File: src/rtl/sum_collect_pkg.sv
// Shared constants for the adder result collector: register map, CTRL/STATUS
// bit positions, entry width and a saturating counter helper.
package sum_collect_pkg;

    localparam int ENTRY_W = 9;

    localparam logic [2:0] ADDR_CTRL      = 3'd0;
    localparam logic [2:0] ADDR_STATUS    = 3'd1;
    localparam logic [2:0] ADDR_ACC_LO    = 3'd2;
    localparam logic [2:0] ADDR_ACC_HI    = 3'd3;
    localparam logic [2:0] ADDR_DROP_CNT  = 3'd4;
    localparam logic [2:0] ADDR_CARRY_CNT = 3'd5;
    localparam logic [2:0] ADDR_THRESH    = 3'd6;
    localparam logic [2:0] ADDR_RSVD      = 3'd7;

    localparam int CTRL_EN    = 0;
    localparam int CTRL_CLR   = 1;
    localparam int CTRL_FLUSH = 2;

    localparam int STAT_COUNT_LSB = 0;
    localparam int STAT_COUNT_MSB = 4;
    localparam int STAT_COUNT_W   = STAT_COUNT_MSB - STAT_COUNT_LSB + 1;
    localparam int STAT_FULL      = 5;
    localparam int STAT_EMPTY     = 6;

    function automatic logic [7:0] sat_inc8(input logic [7:0] v);
        return (v == 8'hFF) ? v : v + 8'd1;
    endfunction

endpackage

File: src/rtl/result_fifo.sv
// Synchronous FIFO with an extra pointer bit to separate full from empty.
// Flush overrides push and pop; a push into a full FIFO is taken only with a same-edge pop.
module result_fifo #(
    parameter int DEPTH   = 8,
    parameter int ENTRY_W = 9
) (
    input  logic                     clk,
    input  logic                     reset,
    input  logic                     push,
    input  logic                     pop,
    input  logic                     flush,
    input  logic [ENTRY_W-1:0]       wdata,
    output logic [ENTRY_W-1:0]       rdata,
    output logic                     full,
    output logic                     empty,
    output logic [$clog2(DEPTH):0]   count,
    output logic                     push_ok
);

    localparam int AW = $clog2(DEPTH);
    localparam logic [AW:0] DEPTH_CNT = (AW+1)'(DEPTH);

    logic [ENTRY_W-1:0] mem [DEPTH];
    logic [AW:0]        wr_ptr;
    logic [AW:0]        rd_ptr;
    logic               pop_ok;

    assign count   = wr_ptr - rd_ptr;
    assign empty   = (wr_ptr == rd_ptr);
    assign full    = (count == DEPTH_CNT);
    assign pop_ok  = pop & ~flush & ~empty;
    assign push_ok = push & ~flush & (~full | pop_ok);

    // Head is read straight from storage; forced to zero when nothing is queued.
    assign rdata = empty ? '0 : mem[rd_ptr[AW-1:0]];

    always_ff @(posedge clk) begin
        if (reset || flush) begin
            wr_ptr <= '0;
            rd_ptr <= '0;
        end else begin
            if (push_ok) wr_ptr <= wr_ptr + 1'b1;
            if (pop_ok)  rd_ptr <= rd_ptr + 1'b1;
        end
    end

    always_ff @(posedge clk) begin
        if (push_ok) mem[wr_ptr[AW-1:0]] <= wdata;
    end

endmodule

File: src/rtl/sum_result_collector.sv
// Captures adder results into a FIFO, keeps acc/carry/drop statistics and
// exposes control and statistics over the 3-bit des_* register port.
module sum_result_collector
    import sum_collect_pkg::*;
#(
    parameter int DEPTH = 8,
    parameter int ACC_W = 12
) (
    input  logic               clk,
    input  logic               reset,
    input  logic [7:0]         sum_result,
    input  logic               sum_carry,
    input  logic               data_ready,
    output logic [ENTRY_W-1:0] res_data,
    output logic               res_valid,
    input  logic               res_ready,
    output logic               thresh_irq,
    input  logic [2:0]         des_address,
    input  logic [7:0]         des_value,
    input  logic               des_req_valid,
    input  logic               des_wr_rd,
    output logic [7:0]         des_rd_value
);

    localparam int CW = $clog2(DEPTH) + 1;

    logic             ctrl_en;
    logic [7:0]       thresh_q;
    logic [ACC_W-1:0] acc_q;
    logic [7:0]       drop_cnt;
    logic [7:0]       carry_cnt;

    logic             reg_wr;
    logic             reg_rd;
    logic             ctrl_wr;
    logic             clr_stats;
    logic             flush;
    logic             push_req;
    logic             push_ok;
    logic             drop;
    logic             fifo_full;
    logic             fifo_empty;
    logic [CW-1:0]    fifo_count;
    logic [STAT_COUNT_W-1:0] count5;
    logic [ENTRY_W-1:0] entry;
    logic [7:0]       status_word;
    logic [7:0]       rd_mux;

    assign reg_wr    = des_req_valid & des_wr_rd;
    assign reg_rd    = des_req_valid & ~des_wr_rd;
    assign ctrl_wr   = reg_wr & (des_address == ADDR_CTRL);
    assign clr_stats = ctrl_wr & des_value[CTRL_CLR];
    assign flush     = ctrl_wr & des_value[CTRL_FLUSH];

    // A flush on the same edge discards the incoming result silently (no drop).
    assign entry    = {sum_carry, sum_result};
    assign push_req = data_ready & ctrl_en & ~flush;
    assign drop     = push_req & ~push_ok;
    assign count5   = STAT_COUNT_W'(fifo_count);

    // Consumer handshake: res_valid is high whenever the FIFO holds an entry and
    // res_data is that head entry; the head is consumed on a clock edge where
    // res_valid & res_ready; res_ready while empty has no effect.
    assign res_valid = ~fifo_empty;

    result_fifo #(
        .DEPTH   (DEPTH),
        .ENTRY_W (ENTRY_W)
    ) u_fifo (
        .clk     (clk),
        .reset   (reset),
        .push    (push_req),
        .pop     (res_ready),
        .flush   (flush),
        .wdata   (entry),
        .rdata   (res_data),
        .full    (fifo_full),
        .empty   (fifo_empty),
        .count   (fifo_count),
        .push_ok (push_ok)
    );

    always_ff @(posedge clk) begin
        if (reset) begin
            ctrl_en  <= 1'b1;
            thresh_q <= 8'h00;
        end else if (reg_wr) begin
            if (des_address == ADDR_CTRL)   ctrl_en  <= des_value[CTRL_EN];
            if (des_address == ADDR_THRESH) thresh_q <= des_value;
        end
    end

    // Clear outranks a same-edge accepted push or drop.
    always_ff @(posedge clk) begin
        if (reset || clr_stats) begin
            acc_q     <= '0;
            drop_cnt  <= 8'h00;
            carry_cnt <= 8'h00;
        end else begin
            if (push_ok) begin
                acc_q <= acc_q + ACC_W'(entry);
                if (sum_carry) carry_cnt <= sat_inc8(carry_cnt);
            end
            if (drop) drop_cnt <= sat_inc8(drop_cnt);
        end
    end

    always_ff @(posedge clk) begin
        if (reset) begin
            thresh_irq <= 1'b0;
        end else begin
            thresh_irq <= (thresh_q[4:0] != 5'd0) && (count5 >= thresh_q[4:0]);
        end
    end

    always_comb begin
        status_word = 8'h00;
        status_word[STAT_COUNT_MSB:STAT_COUNT_LSB] = count5;
        status_word[STAT_FULL]  = fifo_full;
        status_word[STAT_EMPTY] = fifo_empty;
    end

    always_comb begin
        rd_mux = 8'h00;
        case (des_address)
            ADDR_CTRL:      rd_mux[CTRL_EN] = ctrl_en;
            ADDR_STATUS:    rd_mux = status_word;
            ADDR_ACC_LO:    rd_mux = acc_q[7:0];
            ADDR_ACC_HI:    rd_mux = 8'(acc_q >> 8);
            ADDR_DROP_CNT:  rd_mux = drop_cnt;
            ADDR_CARRY_CNT: rd_mux = carry_cnt;
            ADDR_THRESH:    rd_mux = thresh_q;
            ADDR_RSVD:      rd_mux = 8'h00;
            default:        rd_mux = 8'h00;
        endcase
    end

    always_ff @(posedge clk) begin
        if (reset) begin
            des_rd_value <= 8'h00;
        end else if (reg_rd) begin
            des_rd_value <= rd_mux;
        end
    end

endmodule

File: config.mk
export PLATFORM = sky130hd
export DESIGN_NAME = sum_result_collector
export DESIGN_NICKNAME = d
export VERILOG_FILES = /design/src/rtl/sum_collect_pkg.sv /design/src/rtl/result_fifo.sv /design/src/rtl/sum_result_collector.sv
export SDC_FILE = /design/constraint.sdc
export NUM_CORES = 1
export LEC_CHECK = 0
export ABC_CLOCK_PERIOD_IN_PS = 3050
export BUFFER_PORTS_ARGS = -buffer_cell sky130_fd_sc_hd__buf_2
export CAP_MARGIN = 20
export CORE_ASPECT_RATIO = 0.7
export CORE_MARGIN = 2
export CORE_UTILIZATION = 25
export CTS_CLUSTER_DIAMETER = 60
export DETAILED_ROUTE_END_ITERATION = 6
export SLEW_MARGIN = 20
export SYNTH_ARGS = -nofsm -noshare
export SYNTH_HDL_FRONTEND = slang
export SYNTH_HIERARCHICAL = 1
export SYNTH_SLANG_ARGS = --single-unit
File: constraint.sdc
create_clock -name clk -period 3.05 [get_ports clk]
set_input_delay 0.61 -clock clk [delete_from_list [all_inputs] [get_ports clk]]
set_output_delay 0.61 -clock clk [all_outputs]
set_load 0.05 [all_outputs]
==> results.yml <==
hold_path:
  hold_class: "in2reg"
  min_to: "thresh_q[6]"
  whs_path_depth: 3
  hp-start: "des_value[6]"
global_routing:
  grt_max_degree: 26
  grt_first_pass_wirelength_mm: 22.29
  globalRouteOverflowTotal: 0
  grt_use_total_pct: 11.55
  antenna_found_initial: 1
  grt_pass1_vias: 4027
floorplanning:
  die_area_um2: 25760
  die_h_um: 134.9
  start_util_pct: 25.68
  die_w_um: 191.0
  io_pins: 45
  coreArea_um2: 23820
  num_rows: 47
logic_synthesis:
  synth.cell_area_um2: 6117
  synth_cells: 506
  synth-main-ff-cell: "edfxtp_1"
  ys_types: 55
  ys_warn_count: 6
  synth_fp_nets: 554
  synth_edf_count: 72
  ys_ff_latch: 129
  yosys-top-cells-area: "edfxtp_1, dfxtp_1, mux4_2, mux2i_1, ha_1"
  async_reset_ff_share_pct: 0
  yosys.area.top_type: "edfxtp_1"
  ys_seq_area_share_pct: 54.00
  synth_top_area_share_pct: 35.34
  syn_avg_cell_area_um2: 12.09
detailed_routing:
  ant_nets: 0
  drtIter0Drc: 323
  vias_per_cell: 4.613
  vias: 4170
  drc: 0
  wl_per_cell_um: 15.73
  dr.pass1.iters: 5
  wl_mm: 14.22
final_layout:
  post-route-util_pct: 31.10
  final_layout_size_suffix_gt1_share_pct: 22.53
  syn_to_final_growth_pct: 21.09
  final_area_um2: 7407
  fillers: 2403
  num_antenna_cells: 0
  nNetsFinal: 621
clocking:
  ctsHoldBuffers: 0
  clk_path_buf_depth: 2
  clk_pin_slew_ps: 60
  cts_sinks: 129
  cts_made_buffers: 17
  clk_latency_ps: 420
  tritoncts: "built"
  ctsHtreeMaxLevel: 4
  root_buffer: "clkbuf_16"
status:
  outcome: "complete, no violations"
timing:
  relSlewSlack_pct: 53.04
  timing.fmax_mhz: 354.7
  rsz0062_at_grt: "false"
  skew_ps: 7.871
  period_minus_slack_ps: 2819
  maxSlewViolCount: 0
  fin_ws_ps: 230.8
  fin_crit_sh_pct: 92.43
  hold_viol_final: 0
  finalSetupViolCount: 0
  holdWs_ps: 436.2
  tightest_slew_ps: 703.5
critical_path:
  critPathLaunchType: "flip-flop"
  timing.rr.start: "u_fifo/rd_ptr[1]"
  r2r_slack_ps: 230
  arrival_ps: 3180
  criticalPathCategory: "reg2reg"
  required_ps: 3410
  cp_max_fo: 9
  ff2ff_path_depth: 9
  r2r-end: "acc_q[7]"
  cp-end-kind: "flip-flop"
placement:
  hpwl_mm: 9.976
  portBuffers: 44
  placed_area_um2: 6820
  dp_slack_ps: 221.7
  place_congestion: 0.8045
power:
  p_per_area_nw_per_um2: 779.3
  ir_drop_uv: 465.3
  p_leak_nw: 2.717
flow_run:
  max_cap_violations: 0
## layout by cell type, fill, tap and decap left out, types with 6 or more instances in the layout
cell type / synthesis / routed
a21oi_1: 20 / 20
a22oi_1: 15 / 15
and3_1: 10 / 10
buf_2: 6 / 44
buf_4: 1 / 25
clkbuf_16: 0 / 17
dfxtp_1: 57 / 57
edfxtp_1: 72 / 72
ha_1: 20 / 20
inv_1: 19 / 19
mux2i_1: 31 / 31
mux4_2: 18 / 18
nand2_1: 25 / 25
nand2b_1: 7 / 7
nand3_1: 14 / 14
nand4_1: 6 / 6
nor2_1: 61 / 61
nor2b_1: 8 / 8
o21ai_0: 14 / 13
xnor2_1: 9 / 9
xor2_1: 12 / 12
## critical path, stage by stage, from the launching register on
cell	delay [ps]
dfxtp_1	440
inv_1	70
ha_1	290
and3b_1	180
or3_4	410
a41oi_4	360
buf_4	240
inv_1	130
a2111oi_0	460
a311o_1	170
## registers in the layout, indices dropped and copies added (netlist names), named ones only
register,cells
carry_cnt,8
u_fifo/mem,72
u_fifo/wr_ptr,4
thresh_q,8
thresh_irq,1
ctrl_en,1
u_fifo/rd_ptr,4
drop_cnt,8
des_rd_value,8
acc_q,12
## cell usage after synthesis (4+ instances only)
master,count
a21o_1,5
a21oi_1,20
a22oi_1,15
and3_1,10
and4_1,4
buf_1,4
buf_2,6
clkbuf_1,9
dfxtp_1,57
edfxtp_1,72
ha_1,20
inv_1,19
mux2_2,4
mux2i_1,31
mux4_2,18
nand2_1,25
nand2b_1,7
nand3_1,14
nand4_1,6
nor2_1,61
nor2b_1,8
nor3_1,4
o211ai_1,5
o21ai_0,14
o22ai_1,4
or3_1,4
xnor2_1,9
xor2_1,12
## repair_timing
item / CTS / global route
setup endpoints to repair: 0 / 5
resized for setup: 0 / 1
buffers inserted: 0 / 2
## where the power goes
| group | leakage [nW] | internal [mW] | total (mW) | switching, mW |
|---|---|---|---|---|
| Clock | 0.267 | 1.20 | 1.96 | 0.758 |
| Combinational | 1.33 | 0.623 | 1.72 | 1.09 |
| Sequential | 1.12 | 1.99 | 2.09 | 0.0981 |
## worst max-delay path by stage
stage                     startpoint               end  slack (ps)  depth (start not counted)
floorplan           u_fifo/wr_ptr[0]         acc_q[11]          -9                         12
finish              u_fifo/rd_ptr[1]          acc_q[7]         230                          9
detailed placement    des_address[0]          acc_q[6]         220                         10
global placement      des_address[0]          acc_q[6]         270                         10
global route        u_fifo/rd_ptr[1]  u_fifo/mem[7][4]          60                          8
CTS                 u_fifo/wr_ptr[1]          acc_q[6]         220                          9
## stage by stage
step | power, mW | cells | setup TNS [ps]
after global routing | 6.054 | 904 | 0
after CTS | 5.814 | 902 | 0
after detailed placement | 3.836 | 870 | 0
final | 5.772 | 904 | 0
after floorplan | 3.319 | 506 | -11.89
after global placement | 3.826 | 870 | 0
## cells by family after synthesis
| logic type | count (synthesis) | synth area share (%) |
|---|---|---|
| AND/OR/NAND/NOR | 156 | 12.56 |
| XOR/XNOR | 21 | 3.007 |
| buffers and inverters | 40 | 2.761 |
| multiplexers | 54 | 12.87 |
| AO/OA/AOI/OAI | 84 | 10.06 |
| adder cells (fa/ha/maj) | 22 | 4.745 |
| flip-flops | 129 | 54.00 |
## area by class of cell
| type | instances | area, um2 | area share, % |
|---|---|---|---|
| tap | 318 | 397.9 | 5.372 |
| sequential | 129 | 3303 | 44.59 |
| inverter | 19 | 71.32 | 0.9628 |
| multi-input combinational | 337 | 2655 | 35.84 |
| clock inverter | 12 | 135.1 | 1.824 |
| timing repair buffer | 69 | 407.9 | 5.507 |
| clock buffer | 20 | 436.7 | 5.895 |
## routing by layer
metal	up-vias	wire length (um)	track usage, %
li1	2040	-	-
met1	2018	7123	16.52
met2	89	6191	16.49
met3	21	651	3.170
met4	2	246	4.436
met5	-	8	0
Note: power is estimated with default switching activity, not from simulation.
